### src/rtl/wbi_pkg.sv
// wbi_pkg: definitions shared by the interconnect node pair
// (wbi_master_node / wbi_slave_node).
//   - state_e : master-node sequencer states
//   - cmd_t   : command channel field layout (CFW bits wide)
//   - rsp_t   : response channel field layout (RFW bits wide)
//   - TID_W   : transaction-ID width
package wbi_pkg;

  localparam int TID_W  = 4;
  localparam int CMD_AW = 32;
  localparam int CMD_DW = 32;
  localparam int CMD_BW = 4;
  localparam int CMD_BL = 10;

  typedef enum logic [2:0] {
    ST_IDLE,
    ST_WR_BURST,
    ST_RD_CMD,
    ST_RD_DATA,
    ST_RD_DRAIN
  } state_e;

  typedef struct packed {
    logic [CMD_AW-1:0] adr;
    logic              we;
    logic [CMD_DW-1:0] dat;
    logic [CMD_BW-1:0] sel;
    logic [TID_W-1:0]  tid;
    logic [CMD_BL-1:0] bl;
  } cmd_t;

  localparam int CFW = $bits(cmd_t);

  typedef struct packed {
    logic [CMD_DW-1:0] dat;
    logic              lack;
    logic              err;
    logic [TID_W-1:0]  tid;
  } rsp_t;

  localparam int RFW = $bits(rsp_t);

endpackage

### src/rtl/wbi_master_node_if.sv
// Bus interfaces of wbi_master_node. Signal suffixes (_i/_o) are from the
// node's point of view.
//   wbi_wbm_if : Wishbone burst master side.
//                modport master = bus master (CPU/DMA/cache)
//                modport slave  = the node
//   wbi_wbc_if : command/response valid-ready channel.
//                modport master = the node
//                modport slave  = fabric / wbi_slave_node
interface wbi_wbm_if #(
  parameter int AW = 32,
  parameter int DW = 32,
  parameter int BW = 4,
  parameter int BL = 10
);
  logic          wbm_cyc_i;
  logic          wbm_stb_i;
  logic [AW-1:0] wbm_adr_i;
  logic          wbm_we_i;
  logic [DW-1:0] wbm_dat_i;
  logic [BW-1:0] wbm_sel_i;
  logic [BL-1:0] wbm_bl_i;
  logic          wbm_bry_i;
  logic [DW-1:0] wbm_dat_o;
  logic          wbm_ack_o;
  logic          wbm_lack_o;
  logic          wbm_err_o;

  modport master (
    output wbm_cyc_i, wbm_stb_i, wbm_adr_i, wbm_we_i, wbm_dat_i,
           wbm_sel_i, wbm_bl_i, wbm_bry_i,
    input  wbm_dat_o, wbm_ack_o, wbm_lack_o, wbm_err_o
  );

  modport slave (
    input  wbm_cyc_i, wbm_stb_i, wbm_adr_i, wbm_we_i, wbm_dat_i,
           wbm_sel_i, wbm_bl_i, wbm_bry_i,
    output wbm_dat_o, wbm_ack_o, wbm_lack_o, wbm_err_o
  );
endinterface

interface wbi_wbc_if #(
  parameter int AW    = 32,
  parameter int DW    = 32,
  parameter int BW    = 4,
  parameter int BL    = 10,
  parameter int TID_W = 4
);
  logic             wbc_cmd_wrdy_i;
  logic             wbc_cmd_val_o;
  logic [AW-1:0]    wbc_cmd_adr_o;
  logic             wbc_cmd_we_o;
  logic [DW-1:0]    wbc_cmd_dat_o;
  logic [BW-1:0]    wbc_cmd_sel_o;
  logic [TID_W-1:0] wbc_cmd_tid_o;
  logic [BL-1:0]    wbc_cmd_bl_o;
  logic             wbc_res_rrdy_o;
  logic             wbc_res_rval_i;
  logic [DW-1:0]    wbc_res_dat_i;
  logic             wbc_res_lack_i;
  logic             wbc_res_err_i;
  logic [TID_W-1:0] wbc_res_tid_i;

  modport master (
    input  wbc_cmd_wrdy_i, wbc_res_rval_i, wbc_res_dat_i, wbc_res_lack_i,
           wbc_res_err_i, wbc_res_tid_i,
    output wbc_cmd_val_o, wbc_cmd_adr_o, wbc_cmd_we_o, wbc_cmd_dat_o,
           wbc_cmd_sel_o, wbc_cmd_tid_o, wbc_cmd_bl_o, wbc_res_rrdy_o
  );

  modport slave (
    output wbc_cmd_wrdy_i, wbc_res_rval_i, wbc_res_dat_i, wbc_res_lack_i,
           wbc_res_err_i, wbc_res_tid_i,
    input  wbc_cmd_val_o, wbc_cmd_adr_o, wbc_cmd_we_o, wbc_cmd_dat_o,
           wbc_cmd_sel_o, wbc_cmd_tid_o, wbc_cmd_bl_o, wbc_res_rrdy_o
  );
endinterface

### src/rtl/wbi_master_node.sv
// wbi_master_node: initiator-side bridge from a Wishbone burst master to the
// command/response valid-ready channel of wbi_slave_node.
//   clk_i, rst_n : clock, asynchronous active-low reset
//   wbm          : Wishbone burst master port (wbi_wbm_if.slave)
//   wbc          : command/response channel    (wbi_wbc_if.master)
// Writes are posted, one command per beat, acked in the handshake cycle.
// Reads issue one command, then return the response beats to the master.
module wbi_master_node
  import wbi_pkg::*;
#(
  parameter int               AW  = 32,
  parameter int               DW  = 32,
  parameter int               BW  = 4,
  parameter int               BL  = 10,
  parameter logic [TID_W-1:0] TID = 4'h0
) (
  input  logic      clk_i,
  input  logic      rst_n,
  wbi_wbm_if.slave  wbm,
  wbi_wbc_if.master wbc
);

  state_e        state_q, state_d;
  logic [BL:0]   cnt_q, cnt_d;
  logic [AW-1:0] adr_q, adr_d;
  logic [BL-1:0] bl_q, bl_d;

  logic [BL-1:0]    bl_eff;
  logic             rsp_err;
  logic             cmd_val;
  logic [AW-1:0]    cmd_adr;
  logic             cmd_we;
  logic [DW-1:0]    cmd_dat;
  logic [BW-1:0]    cmd_sel;
  logic [TID_W-1:0] cmd_tid;
  logic [BL-1:0]    cmd_bl;
  logic             res_rrdy;
  logic [DW-1:0]    m_dat;
  logic             m_ack;
  logic             m_lack;
  logic             m_err;

  // A burst count of zero is treated as a single beat.
  assign bl_eff  = (wbm.wbm_bl_i == '0) ? BL'(1) : wbm.wbm_bl_i;
  // A response carrying someone else's ID is reported as an error.
  assign rsp_err = wbc.wbc_res_err_i | (wbc.wbc_res_tid_i != TID);

  always_ff @(posedge clk_i or negedge rst_n) begin
    if (!rst_n) begin
      state_q <= ST_IDLE;
      cnt_q   <= '0;
      adr_q   <= '0;
      bl_q    <= '0;
    end else begin
      state_q <= state_d;
      cnt_q   <= cnt_d;
      adr_q   <= adr_d;
      bl_q    <= bl_d;
    end
  end

  always_comb begin
    state_d  = state_q;
    cnt_d    = cnt_q;
    adr_d    = adr_q;
    bl_d     = bl_q;
    cmd_val  = 1'b0;
    cmd_adr  = '0;
    cmd_we   = 1'b0;
    cmd_dat  = '0;
    cmd_sel  = '0;
    cmd_tid  = '0;
    cmd_bl   = '0;
    res_rrdy = 1'b0;
    m_dat    = '0;
    m_ack    = 1'b0;
    m_lack   = 1'b0;
    m_err    = 1'b0;

    unique case (state_q)
      ST_IDLE: begin
        if (wbm.wbm_cyc_i && wbm.wbm_stb_i && wbm.wbm_we_i && wbm.wbm_bry_i) begin
          // First write beat goes straight out; ack follows the handshake.
          cmd_val = 1'b1;
          cmd_adr = wbm.wbm_adr_i;
          cmd_we  = 1'b1;
          cmd_dat = wbm.wbm_dat_i;
          cmd_sel = wbm.wbm_sel_i;
          cmd_tid = TID;
          cmd_bl  = bl_eff;
          if (wbc.wbc_cmd_wrdy_i) begin
            m_ack = 1'b1;
            cnt_d = (BL+1)'(1);
            adr_d = wbm.wbm_adr_i;
            bl_d  = bl_eff;
            if (bl_eff == BL'(1)) begin
              m_lack = 1'b1;
            end else begin
              state_d = ST_WR_BURST;
            end
          end
        end else if (wbm.wbm_cyc_i && wbm.wbm_stb_i && !wbm.wbm_we_i) begin
          // Latch the read request so the command stays stable until taken.
          adr_d   = wbm.wbm_adr_i;
          bl_d    = bl_eff;
          state_d = ST_RD_CMD;
        end
      end

      ST_WR_BURST: begin
        if (!wbm.wbm_cyc_i) begin
          // Aborted burst: beats already posted are not recalled.
          cnt_d   = '0;
          state_d = ST_IDLE;
        end else if (wbm.wbm_stb_i && wbm.wbm_bry_i) begin
          // Address and count stay those of the first beat.
          cmd_val = 1'b1;
          cmd_adr = adr_q;
          cmd_we  = 1'b1;
          cmd_dat = wbm.wbm_dat_i;
          cmd_sel = wbm.wbm_sel_i;
          cmd_tid = TID;
          cmd_bl  = bl_q;
          if (wbc.wbc_cmd_wrdy_i) begin
            m_ack = 1'b1;
            cnt_d = cnt_q + (BL+1)'(1);
            if (cnt_d == {1'b0, bl_q}) begin
              m_lack  = 1'b1;
              cnt_d   = '0;
              state_d = ST_IDLE;
            end
          end
        end
      end

      ST_RD_CMD: begin
        cmd_val = 1'b1;
        cmd_adr = adr_q;
        cmd_tid = TID;
        cmd_bl  = bl_q;
        cnt_d   = '0;
        if (wbc.wbc_cmd_wrdy_i) begin
          state_d = ST_RD_DATA;
        end
      end

      ST_RD_DATA: begin
        if (!wbm.wbm_cyc_i) begin
          state_d = ST_RD_DRAIN;
        end else begin
          res_rrdy = wbm.wbm_bry_i;
          if (wbc.wbc_res_rval_i && wbm.wbm_bry_i) begin
            // An error terminates the burst, so it is flagged as last too.
            m_ack  = 1'b1;
            m_dat  = wbc.wbc_res_dat_i;
            m_err  = rsp_err;
            m_lack = wbc.wbc_res_lack_i | rsp_err;
            if (m_lack) begin
              state_d = ST_IDLE;
            end
          end
        end
      end

      ST_RD_DRAIN: begin
        // Swallow the rest of an abandoned read; the master sees nothing.
        res_rrdy = 1'b1;
        if (wbc.wbc_res_rval_i && wbc.wbc_res_lack_i) begin
          state_d = ST_IDLE;
        end
      end

      default: begin
        state_d = ST_IDLE;
      end
    endcase

    // Outputs are combinational from live inputs, so they must be forced
    // quiet while reset is held.
    if (!rst_n) begin
      cmd_val  = 1'b0;
      cmd_adr  = '0;
      cmd_we   = 1'b0;
      cmd_dat  = '0;
      cmd_sel  = '0;
      cmd_tid  = '0;
      cmd_bl   = '0;
      res_rrdy = 1'b0;
      m_dat    = '0;
      m_ack    = 1'b0;
      m_lack   = 1'b0;
      m_err    = 1'b0;
    end
  end

  assign wbc.wbc_cmd_val_o  = cmd_val;
  assign wbc.wbc_cmd_adr_o  = cmd_adr;
  assign wbc.wbc_cmd_we_o   = cmd_we;
  assign wbc.wbc_cmd_dat_o  = cmd_dat;
  assign wbc.wbc_cmd_sel_o  = cmd_sel;
  assign wbc.wbc_cmd_tid_o  = cmd_tid;
  assign wbc.wbc_cmd_bl_o   = cmd_bl;
  assign wbc.wbc_res_rrdy_o = res_rrdy;
  assign wbm.wbm_dat_o      = m_dat;
  assign wbm.wbm_ack_o      = m_ack;
  assign wbm.wbm_lack_o     = m_lack;
  assign wbm.wbm_err_o      = m_err;

endmodule

### src/flat_wrapper.sv
// flat-port wrapper written by rule: the top's interface ports become plain ports
module wbi_master_node_flat import wbi_pkg::*;
#(
  parameter int               AW  = 32,
  parameter int               DW  = 32,
  parameter int               BW  = 4,
  parameter int               BL  = 10,
  parameter logic [TID_W-1:0] TID = 4'h0
)
  (clk_i, rst_n, wbm_wbm_cyc_i, wbm_wbm_stb_i, wbm_wbm_adr_i, wbm_wbm_we_i, wbm_wbm_dat_i, wbm_wbm_sel_i, wbm_wbm_bl_i, wbm_wbm_bry_i, wbm_wbm_dat_o, wbm_wbm_ack_o, wbm_wbm_lack_o, wbm_wbm_err_o, wbc_wbc_cmd_wrdy_i, wbc_wbc_res_rval_i, wbc_wbc_res_dat_i, wbc_wbc_res_lack_i, wbc_wbc_res_err_i, wbc_wbc_res_tid_i, wbc_wbc_cmd_val_o, wbc_wbc_cmd_adr_o, wbc_wbc_cmd_we_o, wbc_wbc_cmd_dat_o, wbc_wbc_cmd_sel_o, wbc_wbc_cmd_tid_o, wbc_wbc_cmd_bl_o, wbc_wbc_res_rrdy_o);
  wbi_wbm_if #(.AW(AW), .DW(DW), .BW(BW), .BL(BL)) wbm_i ();
  wbi_wbc_if #(.AW(AW), .DW(DW), .BW(BW), .BL(BL), .TID_W(4)) wbc_i ();
  input  logic clk_i;
  input  logic rst_n;
  input wire logic [$bits(wbm_i.wbm_cyc_i)-1:0] wbm_wbm_cyc_i;
  input wire logic [$bits(wbm_i.wbm_stb_i)-1:0] wbm_wbm_stb_i;
  input wire logic [$bits(wbm_i.wbm_adr_i)-1:0] wbm_wbm_adr_i;
  input wire logic [$bits(wbm_i.wbm_we_i)-1:0] wbm_wbm_we_i;
  input wire logic [$bits(wbm_i.wbm_dat_i)-1:0] wbm_wbm_dat_i;
  input wire logic [$bits(wbm_i.wbm_sel_i)-1:0] wbm_wbm_sel_i;
  input wire logic [$bits(wbm_i.wbm_bl_i)-1:0] wbm_wbm_bl_i;
  input wire logic [$bits(wbm_i.wbm_bry_i)-1:0] wbm_wbm_bry_i;
  output wire logic [$bits(wbm_i.wbm_dat_o)-1:0] wbm_wbm_dat_o;
  output wire logic [$bits(wbm_i.wbm_ack_o)-1:0] wbm_wbm_ack_o;
  output wire logic [$bits(wbm_i.wbm_lack_o)-1:0] wbm_wbm_lack_o;
  output wire logic [$bits(wbm_i.wbm_err_o)-1:0] wbm_wbm_err_o;
  input wire logic [$bits(wbc_i.wbc_cmd_wrdy_i)-1:0] wbc_wbc_cmd_wrdy_i;
  input wire logic [$bits(wbc_i.wbc_res_rval_i)-1:0] wbc_wbc_res_rval_i;
  input wire logic [$bits(wbc_i.wbc_res_dat_i)-1:0] wbc_wbc_res_dat_i;
  input wire logic [$bits(wbc_i.wbc_res_lack_i)-1:0] wbc_wbc_res_lack_i;
  input wire logic [$bits(wbc_i.wbc_res_err_i)-1:0] wbc_wbc_res_err_i;
  input wire logic [$bits(wbc_i.wbc_res_tid_i)-1:0] wbc_wbc_res_tid_i;
  output wire logic [$bits(wbc_i.wbc_cmd_val_o)-1:0] wbc_wbc_cmd_val_o;
  output wire logic [$bits(wbc_i.wbc_cmd_adr_o)-1:0] wbc_wbc_cmd_adr_o;
  output wire logic [$bits(wbc_i.wbc_cmd_we_o)-1:0] wbc_wbc_cmd_we_o;
  output wire logic [$bits(wbc_i.wbc_cmd_dat_o)-1:0] wbc_wbc_cmd_dat_o;
  output wire logic [$bits(wbc_i.wbc_cmd_sel_o)-1:0] wbc_wbc_cmd_sel_o;
  output wire logic [$bits(wbc_i.wbc_cmd_tid_o)-1:0] wbc_wbc_cmd_tid_o;
  output wire logic [$bits(wbc_i.wbc_cmd_bl_o)-1:0] wbc_wbc_cmd_bl_o;
  output wire logic [$bits(wbc_i.wbc_res_rrdy_o)-1:0] wbc_wbc_res_rrdy_o;
  assign wbm_i.wbm_cyc_i = wbm_wbm_cyc_i;
  assign wbm_i.wbm_stb_i = wbm_wbm_stb_i;
  assign wbm_i.wbm_adr_i = wbm_wbm_adr_i;
  assign wbm_i.wbm_we_i = wbm_wbm_we_i;
  assign wbm_i.wbm_dat_i = wbm_wbm_dat_i;
  assign wbm_i.wbm_sel_i = wbm_wbm_sel_i;
  assign wbm_i.wbm_bl_i = wbm_wbm_bl_i;
  assign wbm_i.wbm_bry_i = wbm_wbm_bry_i;
  assign wbm_wbm_dat_o = wbm_i.wbm_dat_o;
  assign wbm_wbm_ack_o = wbm_i.wbm_ack_o;
  assign wbm_wbm_lack_o = wbm_i.wbm_lack_o;
  assign wbm_wbm_err_o = wbm_i.wbm_err_o;
  assign wbc_i.wbc_cmd_wrdy_i = wbc_wbc_cmd_wrdy_i;
  assign wbc_i.wbc_res_rval_i = wbc_wbc_res_rval_i;
  assign wbc_i.wbc_res_dat_i = wbc_wbc_res_dat_i;
  assign wbc_i.wbc_res_lack_i = wbc_wbc_res_lack_i;
  assign wbc_i.wbc_res_err_i = wbc_wbc_res_err_i;
  assign wbc_i.wbc_res_tid_i = wbc_wbc_res_tid_i;
  assign wbc_wbc_cmd_val_o = wbc_i.wbc_cmd_val_o;
  assign wbc_wbc_cmd_adr_o = wbc_i.wbc_cmd_adr_o;
  assign wbc_wbc_cmd_we_o = wbc_i.wbc_cmd_we_o;
  assign wbc_wbc_cmd_dat_o = wbc_i.wbc_cmd_dat_o;
  assign wbc_wbc_cmd_sel_o = wbc_i.wbc_cmd_sel_o;
  assign wbc_wbc_cmd_tid_o = wbc_i.wbc_cmd_tid_o;
  assign wbc_wbc_cmd_bl_o = wbc_i.wbc_cmd_bl_o;
  assign wbc_wbc_res_rrdy_o = wbc_i.wbc_res_rrdy_o;
  wbi_master_node #(.AW(AW), .DW(DW), .BW(BW), .BL(BL), .TID(TID)) u_core (.clk_i(clk_i), .rst_n(rst_n), .wbm(wbm_i), .wbc(wbc_i));
endmodule
### config.mk
export PLATFORM = sky130hd
export DESIGN_NAME = wbi_master_node_flat
export DESIGN_NICKNAME = d
export VERILOG_FILES = /design/src/rtl/wbi_pkg.sv /design/src/rtl/wbi_master_node_if.sv /design/src/rtl/wbi_master_node.sv /design/src/flat_wrapper.sv
export SDC_FILE = /design/constraint.sdc
export NUM_CORES = 1
export LEC_CHECK = 0
export CORE_ASPECT_RATIO = 0.7
export CORE_MARGIN = 3
export CORE_UTILIZATION = 41
export CTS_CLUSTER_SIZE = 12
export DETAILED_ROUTE_END_ITERATION = 10
export HOLD_SLACK_MARGIN = 0.03
export MAX_ROUTING_LAYER = met4
export PLACE_DENSITY = 0.85
export SYNTH_ARGS = -nofsm -noshare
export SYNTH_HDL_FRONTEND = slang
export SYNTH_SLANG_ARGS = --single-unit
### constraint.sdc
create_clock -name clk_i -period 6.2 [get_ports clk_i]
set_input_delay 0.93 -clock clk_i [delete_from_list [all_inputs] [get_ports clk_i]]
set_output_delay 0.93 -clock clk_i [all_outputs]
set_load 0.005 [all_outputs]
==> results of run 1 <==
## final timing paths
kind                                        to  slack (ps)  cells after the start
hold / removal                u_core.adr_q[31]         510                      1
max in group asynchronous     u_core.adr_q[15]        4900                      2
setup / recovery           wbc_wbc_cmd_bl_o[4]        1380                      7
setup reg to reg               u_core.cnt_q[8]        3330                      8
hold reg to reg               u_core.adr_q[31]         510                      1
min in group asynchronous     u_core.adr_q[21]         810                      2
## where the power goes
part / switching (mW) / internal, mW
Combinational: 0.411 / 0.484
Sequential: 0.130 / 0.513
Clock: 0.128 / 0.203
## through the flow
stage	cell area (um2)	total power [mW]
final	6590	1.87
after global routing	6590	2.01
after CTS	6590	1.88
after detailed placement	6410	1.54
after global placement	6410	1.50
after floorplan	3980	1.17
## layout make-up
cell class              count  share of cell area
well taps                 124              0.0236
inverters                   1            0.000570
multi-input cells         367               0.367
clock buffers               6              0.0211
flip-flops and latches     56               0.213
repair buffers            245               0.369
clock inverters             2             0.00589
## cells in the final DEF (no fill, tap or decap), drive strengths merged, types with 3 or more instances in the layout
cell type / netlist / final
nor4: 3 / 3
a21oi: 11 / 11
conb: 1 / 4
o21ai: 17 / 17
a22oi: 41 / 41
a22o: 6 / 6
mux2: 41 / 41
and2: 74 / 74
nor2: 61 / 61
nand2b: 5 / 5
dfrtp: 56 / 56
nand4: 3 / 3
nand2: 22 / 22
nand3: 11 / 11
clkbuf: 29 / 6
or3: 3 / 3
nor3: 11 / 11
clkdlybuf4s50: 0 / 238
xor2: 6 / 6
buf: 9 / 7
nor2b: 9 / 9
xnor2: 7 / 7
## state kept, by name, indices dropped and copies added, names as in the netlist
name            flops
u_core.cnt_q       11
u_core.state_q      3
u_core.bl_q        10
u_core.adr_q       32
## layer usage
metal | vias up | wire (um)
met5 | - | 0
met4 | 0 | 175
met3 | 12 | 976
met2 | 197 | 6770
met1 | 2043 | 5600
li1 | 2051 | -
## synthesized netlist by cell type, types with 4 or more instances
master,instances,area share
a21oi_1,11,0.014
a22o_1,6,0.013
a22oi_1,41,0.078
and2_1,74,0.12
buf_4,4,0.0076
clkbuf_1,29,0.027
dfrtp_1,56,0.35
mux2_2,41,0.12
nand2_1,22,0.021
nand2b_1,5,0.0079
nand3_1,11,0.014
nor2_1,61,0.058
nor2b_1,9,0.014
nor3_1,11,0.014
o21ai_0,10,0.013
o21ai_1,6,0.0076
xnor2_1,7,0.015
xor2_1,6,0.013
## kinds of logic (layout without fill, tap and decap cells)
family          after synthesis  after routing  synth area share
mux                          41             41             0.116
simple gates                213            213             0.283
xor+xnor                     13             13            0.0287
other cells                   1              4          0.000945
fa+ha+maj                     1              1           0.00315
compound gates               95             95             0.169
buf+inv                      39            254            0.0454
flops                        56             56             0.353
==> run_results.csv, run 1 <==
group,metric,value,unit
drt,route.vias.total,4303,
layout,multi_input_comb_area,2420,um2
layout,layout-area-overhead-vs-synth,66.0,%
setup_path,timing.critical_path.to_type,"primary output",
setup_path,count_of_buffering_cells_on_the_critical_path_with_inverters_included,2,
logic_synthesis,synth_cell_type_count,49,
logic_synthesis,ys.flop_type,"dfrtp_1",
logic_synthesis,warnings_synthesis,0,
setup_path,worstPathRequired,5270,ps
floorplanning,io_pins,244,
clocking,hold_buffers_post_cts,0,
sta,hold_ws,508,ps
sta,fin_ws,1380,ps
drt,post-route-drc-count,0,
layout,final_core_util,0.712,
sta,clock.fmax,207,MHz
global_route,grt.met3_usage,0.0435,
sta,setup-tns-final,0,ps
setup_path,setup.worst_path.start_class,"input port",
clocking,post-cts-setup-buffer-count,0,
run,drv.max_cap_violation_count,0,
drt,detail_route.first_pass.iterations,5,
drt,drt-wirelength-per-cell,16.9,um
setup_path,crit_path_start,"wbm_wbm_cyc_i",
global_route,grt_pass1_wl,20600,um
clocking,cts_max_path_buffers,2,
floorplanning,placeableCoreArea,9250,um2
logic_synthesis,syn_inst,459,
global_route,global_route.peak_usage_layer,"met2",
layout,share_of_post_route_cells_with_drive_strength_above_1,0.0916,
setup_path,worst_ep_arrival_time,3890,ps
floorplanning,die_height,88.3,um
place,place_ws,1410,ps
power_and_ir_drop,cellPowerDensity,284,nW/um2
power_and_ir_drop,leakagePower,2.52,nW
layout,num-fill-cells,713,
logic_synthesis,edff_count_synth,0,
place,place_congestion,0.926,
sta,unrepaired_setup_endpoints_after_global_routing,"no",
clocking,cts-htree-levels,2,
setup_path,timing.rr.start,"u_core.cnt_q[0]",
global_route,groute.layer.met2.usage,0.419,
logic_synthesis,syn-cell-area,3970,um2
sta,period_utilization,0.777,
logic_synthesis,synth-seq-area-share,0.353,
worst_hold_path,hold_path.startpoint,"u_core.adr_q[31]",
layout,register_area,1400,um2
place,numPortBuffers,239,
clocking,cts_resized,0,
layout,layout.nets,801,
setup_path,crit_family,"compound AO/OA/AOI/OAI gates",
global_route,antenna_found_initial,0,
sta,setup-violations-final,0,
worst_hold_path,worst_hold_path_type,"flip-flop to flip-flop",
drt,drt-initial-drc-count,257,
floorplanning,start_util,0.429,
floorplanning,floorplan.rows,29,
global_route,grt_usage,0.244,
logic_synthesis,synth-seq-cells,56,
global_route,grt_util_met1,0.308,
clocking,tritoncts,"yes",
global_route,globalRoute.totalOverflow,0,
floorplanning,die-area,10900,um2
global_route,largest_net_degree_at_the_start_of_global_routing,61,
setup_path,worstPathCellList,"clkdlybuf4s50_1, nor2b_1, nand4_1, a21oi_4, a22oi_1, nor2_1, clkdlybuf4s50_1",
logic_synthesis,asyncSetResetFlopFracSynth,1.00,
drt,postRouteWirelength,13500,um
setup_path,timing.setup.critical_path_class,"input port to primary output",
clocking,clock_insertion_delay_worst_skew,290,ps
global_route,grt_pass1_vias,4119,
clocking,cts_num_sinks,56,
drt,avgViaCountPerCell,5.37,
logic_synthesis,postSynthAreaPerCell,8.65,um2
layout,diodes,0,
sta,worst_slew_pin_slew,1240,ps
outcome,run_status,"finished clean",
sta,min_period,4820,ps
setup_path,slowest_stage,"a21oi_4",
sta,finalHoldViolCount,0,
sta,slew_headroom,0.173,
layout,final_cell_count_no_fill,801,
drt,ant_nets,0,
setup_path,critical_path_peak_fanout,43,
sta,skew,3.73,ps
setup_path,max_stage_delay,940,ps
place,dp_cells,793,
floorplanning,chipWidth,124,um
place,dp_hpwl,10600,um
sta,final-max-slew-violation-count,0,
clocking,clock_edge_transition_at_the_registers_on_the_reported_setup_and_hold_paths,70,ps
clocking,root_buffer,"clkbuf_16",
clocking,cts-buffers-inserted,5,
power_and_ir_drop,peakVddDrop,0.199,mV
setup_path,critical_path.most_common_cell,"clkdlybuf4s50_1",
Note: power is estimated with default switching activity, not from simulation.
==> run 2: changes to the inputs <==
CORE_UTILIZATION = 34   (was 41)
PLACE_DENSITY = 0.75   (was 0.85)
clock period = 4.28 ns   (was 6.2 ns; I/O delays follow)
==> run 2 against run 1 <==
Net effect:
- combinational power is 48% higher
- core utilization fell by 12 points
- largest power group unchanged
- worst hold slack lost 220 ps
- final area rose by 1.3%
- flip-flop and latch count unchanged
- clock power grew 52%
- global-route usage is 3.5 points lower
- non-clock buffer count is 2 higher
- clock skew increased by 1.3 ps
- final cell count grew 4.0%
- via count down 0.74%
- count of clock-buffer cells in the layout grew 1
==> run_results.csv, run 2 (synthesized netlist as in run 1, its figures left out) <==
group,metric,value,unit
outcome,run_status,"finished clean",
floorplanning,chipWidth,135,um
sta,setup-violations-final,0,
layout,final_cell_count_no_fill,833,
place,place_ws,537,ps
layout,most-common-layout-cells,"clkdlybuf4s50_1, and2_1, nor2_1",
drt,wl_met3,845,um
sta,unrepaired_setup_endpoints_after_global_routing,"no",
floorplanning,io_pins,244,
power_and_ir_drop,power.share.sequential,0.340,
drt,drt-wirelength-per-cell,16.9,um
setup_path,ff2ff_setup_slack,1460,ps
sta,worst_slew_pin_slew,1000,ps
layout,layout.nets,803,
global_route,globalRoute.totalOverflow,0,
sta,fin_ws,516,ps
layout,share_of_post_route_cells_with_drive_strength_above_1,0.0957,
power_and_ir_drop,combinationalPowerShare,0.478,
clocking,cts-htree-levels,2,
run,drv.max_cap_violation_count,0,
power_and_ir_drop,cellPowerDensity,413,nW/um2
clocking,root_buffer,"clkbuf_16",
clocking,cts_resized,0,
global_route,antenna_found_initial,0,
layout,registers_with_the_most_flip_flops,"u_core.adr_q: 32 flops, u_core.cnt_q: 11 flops, u_core.bl_q: 10 flops",
sta,final-max-slew-violation-count,0,
clocking,clock_edge_transition_at_the_registers_on_the_reported_setup_and_hold_paths,70,ps
sta,finalHoldViolCount,0,
setup_path,timing.setup.critical_path_class,"flip-flop to primary output",
power_and_ir_drop,netSwitchingPower,0.980,mW
place,numPortBuffers,239,
sta,min_period,3760,ps
sta,clock.fmax,266,MHz
sta,skew,5.02,ps
global_route,largest_net_degree_at_the_start_of_global_routing,42,
layout,layout-area-overhead-vs-synth,68.2,%
setup_path,timing.rr.start,"u_core.cnt_q[0]",
layout,largest_register_ffs,32,
global_route,grt_pass1_wl,21100,um
drt,avgViaCountPerCell,5.13,
layout,num-fill-cells,968,
clocking,hold_buffers_post_cts,0,
global_route,grt_usage,0.209,
clocking,cts_num_sinks,56,
power_and_ir_drop,p_clk_frac,0.182,
setup_path,setup.worst_path.start_class,"flip-flop",
drt,ant_nets,0,
clocking,tritoncts,"yes",
setup_path,timing.critical_path.to_type,"primary output",
clocking,cts-buffers-inserted,5,
sta,period_utilization,0.879,
clocking,cts_max_path_buffers,2,
drt,detail_route_met2_wl,6820,um
drt,route.top_layer_used,"met4",
sta,setup-tns-final,0,ps
setup_path,r2r.worst_path.cells,8,
setup_path,critical_path.reg2reg.endpoint,"u_core.cnt_q[6]",
setup_path,slowest_stage,"dfrtp_1",
floorplanning,start_util,0.354,
clocking,post-cts-setup-buffer-count,0,
drt,postRouteWirelength,14100,um
floorplanning,placeableCoreArea,11200,um2
floorplanning,die_height,96.4,um
drt,wl_met1,6120,um
power_and_ir_drop,fin_total_pwr,2.76,mW
power_and_ir_drop,cell_internal_pwr,1.78,mW
drt,route.vias.total,4271,
floorplanning,floorplan.rows,32,
drt,detail_route.first_pass.iterations,5,
floorplanning,die-area,13000,um2
setup_path,worst_ep_arrival_time,3120,ps
clocking,clock_insertion_delay_worst_skew,300,ps
worst_hold_path,worst_hold_path_type,"input port to asynchronous set/reset pin",
power_and_ir_drop,power.switching_fraction,0.355,
setup_path,critical_path_peak_fanout,11,
sta,slew_headroom,0.331,
setup_path,worstPathCellList,"nand4_1, nor3_1, xnor2_1, o211ai_1, and4bb_2, a21oi_1, nor2_1, clkdlybuf4s50_1",
drt,post-route-drc-count,0,
power_and_ir_drop,leakagePower,2.54,nW
layout,layout_commonest_cell,"clkdlybuf4s50_1",
place,dp_cells,824,
power_and_ir_drop,peakVddDrop,0.291,mV
layout,largest_register,"u_core.adr_q",
setup_path,worstPathRequired,3640,ps
place,dp_hpwl,11200,um
drt,drt-initial-drc-count,252,
global_route,grt_pass1_vias,4127,
place,place_congestion,0.925,
setup_path,max_stage_delay,550,ps
[run 2: routing by layer]
layer | up-vias | track usage
met4 | 0 | 0.0579
li1 | 2047 | -
met5 | - | -
met1 | 2036 | 0.259
met2 | 167 | 0.355
met3 | 21 | 0.0404
[run 2: how the worst max path moves through the flow]
stage / startpoint / end / slack, ps / cells past startpoint
final: u_core.cnt_q[3] / wbm_wbm_lack_o / 520 / 8
after CTS: wbm_wbm_cyc_i / wbc_wbc_cmd_adr_o[18] / 520 / 8
after global placement: wbm_wbm_cyc_i / wbc_wbc_cmd_adr_o[11] / 600 / 8
after global routing: u_core.cnt_q[3] / wbm_wbm_lack_o / 270 / 8
after detailed placement: wbm_wbm_cyc_i / wbc_wbc_cmd_adr_o[18] / 540 / 8
after floorplan: wbm_wbm_bry_i / wbc_wbc_cmd_dat_o[25] / 1350 / 9
[run 2: final cells by class]
cell class	instances	area [um2]	share of cell area
multi-input cells	367	2420	0.363
clock inverters	1	30.0	0.00450
diodes	1	2.50	0.000375
repair buffers	247	2470	0.370
flip-flops and latches	56	1400	0.210
well taps	153	191	0.0287
inverters	1	3.75	0.000562
clock buffers	7	153	0.0229
[run 2: critical path: cells and delay by family, from the launching register on]
family	cells	cell delay [ps]
buffers and inverters	1	540
XOR/XNOR	1	170
AO/OA/AOI/OAI	2	250
flip-flops	1	550
AND/OR/NAND/NOR	4	1320
[run 2: per-stage QoR]
step | utilization | hold slack (ps) | area [um2]
floorplan | - | 346 | 3980
global placement | 0.579 | 489 | 6490
detailed placement | 0.579 | 499 | 6490
CTS | 0.595 | 305 | 6670
global route | 0.595 | 317 | 6670
finish | 0.595 | 289 | 6670
[run 2: power by group through the flow]
stage | combinational, mW | clock (mW) | sequential, mW
after floorplan | 0.835 | 0 | 0.859
after global placement | 1.30 | 0 | 0.932
after detailed placement | 1.32 | 0 | 0.945
after CTS | 1.33 | 0.514 | 0.935
after global routing | 1.46 | 0.533 | 0.968
final | 1.32 | 0.502 | 0.937
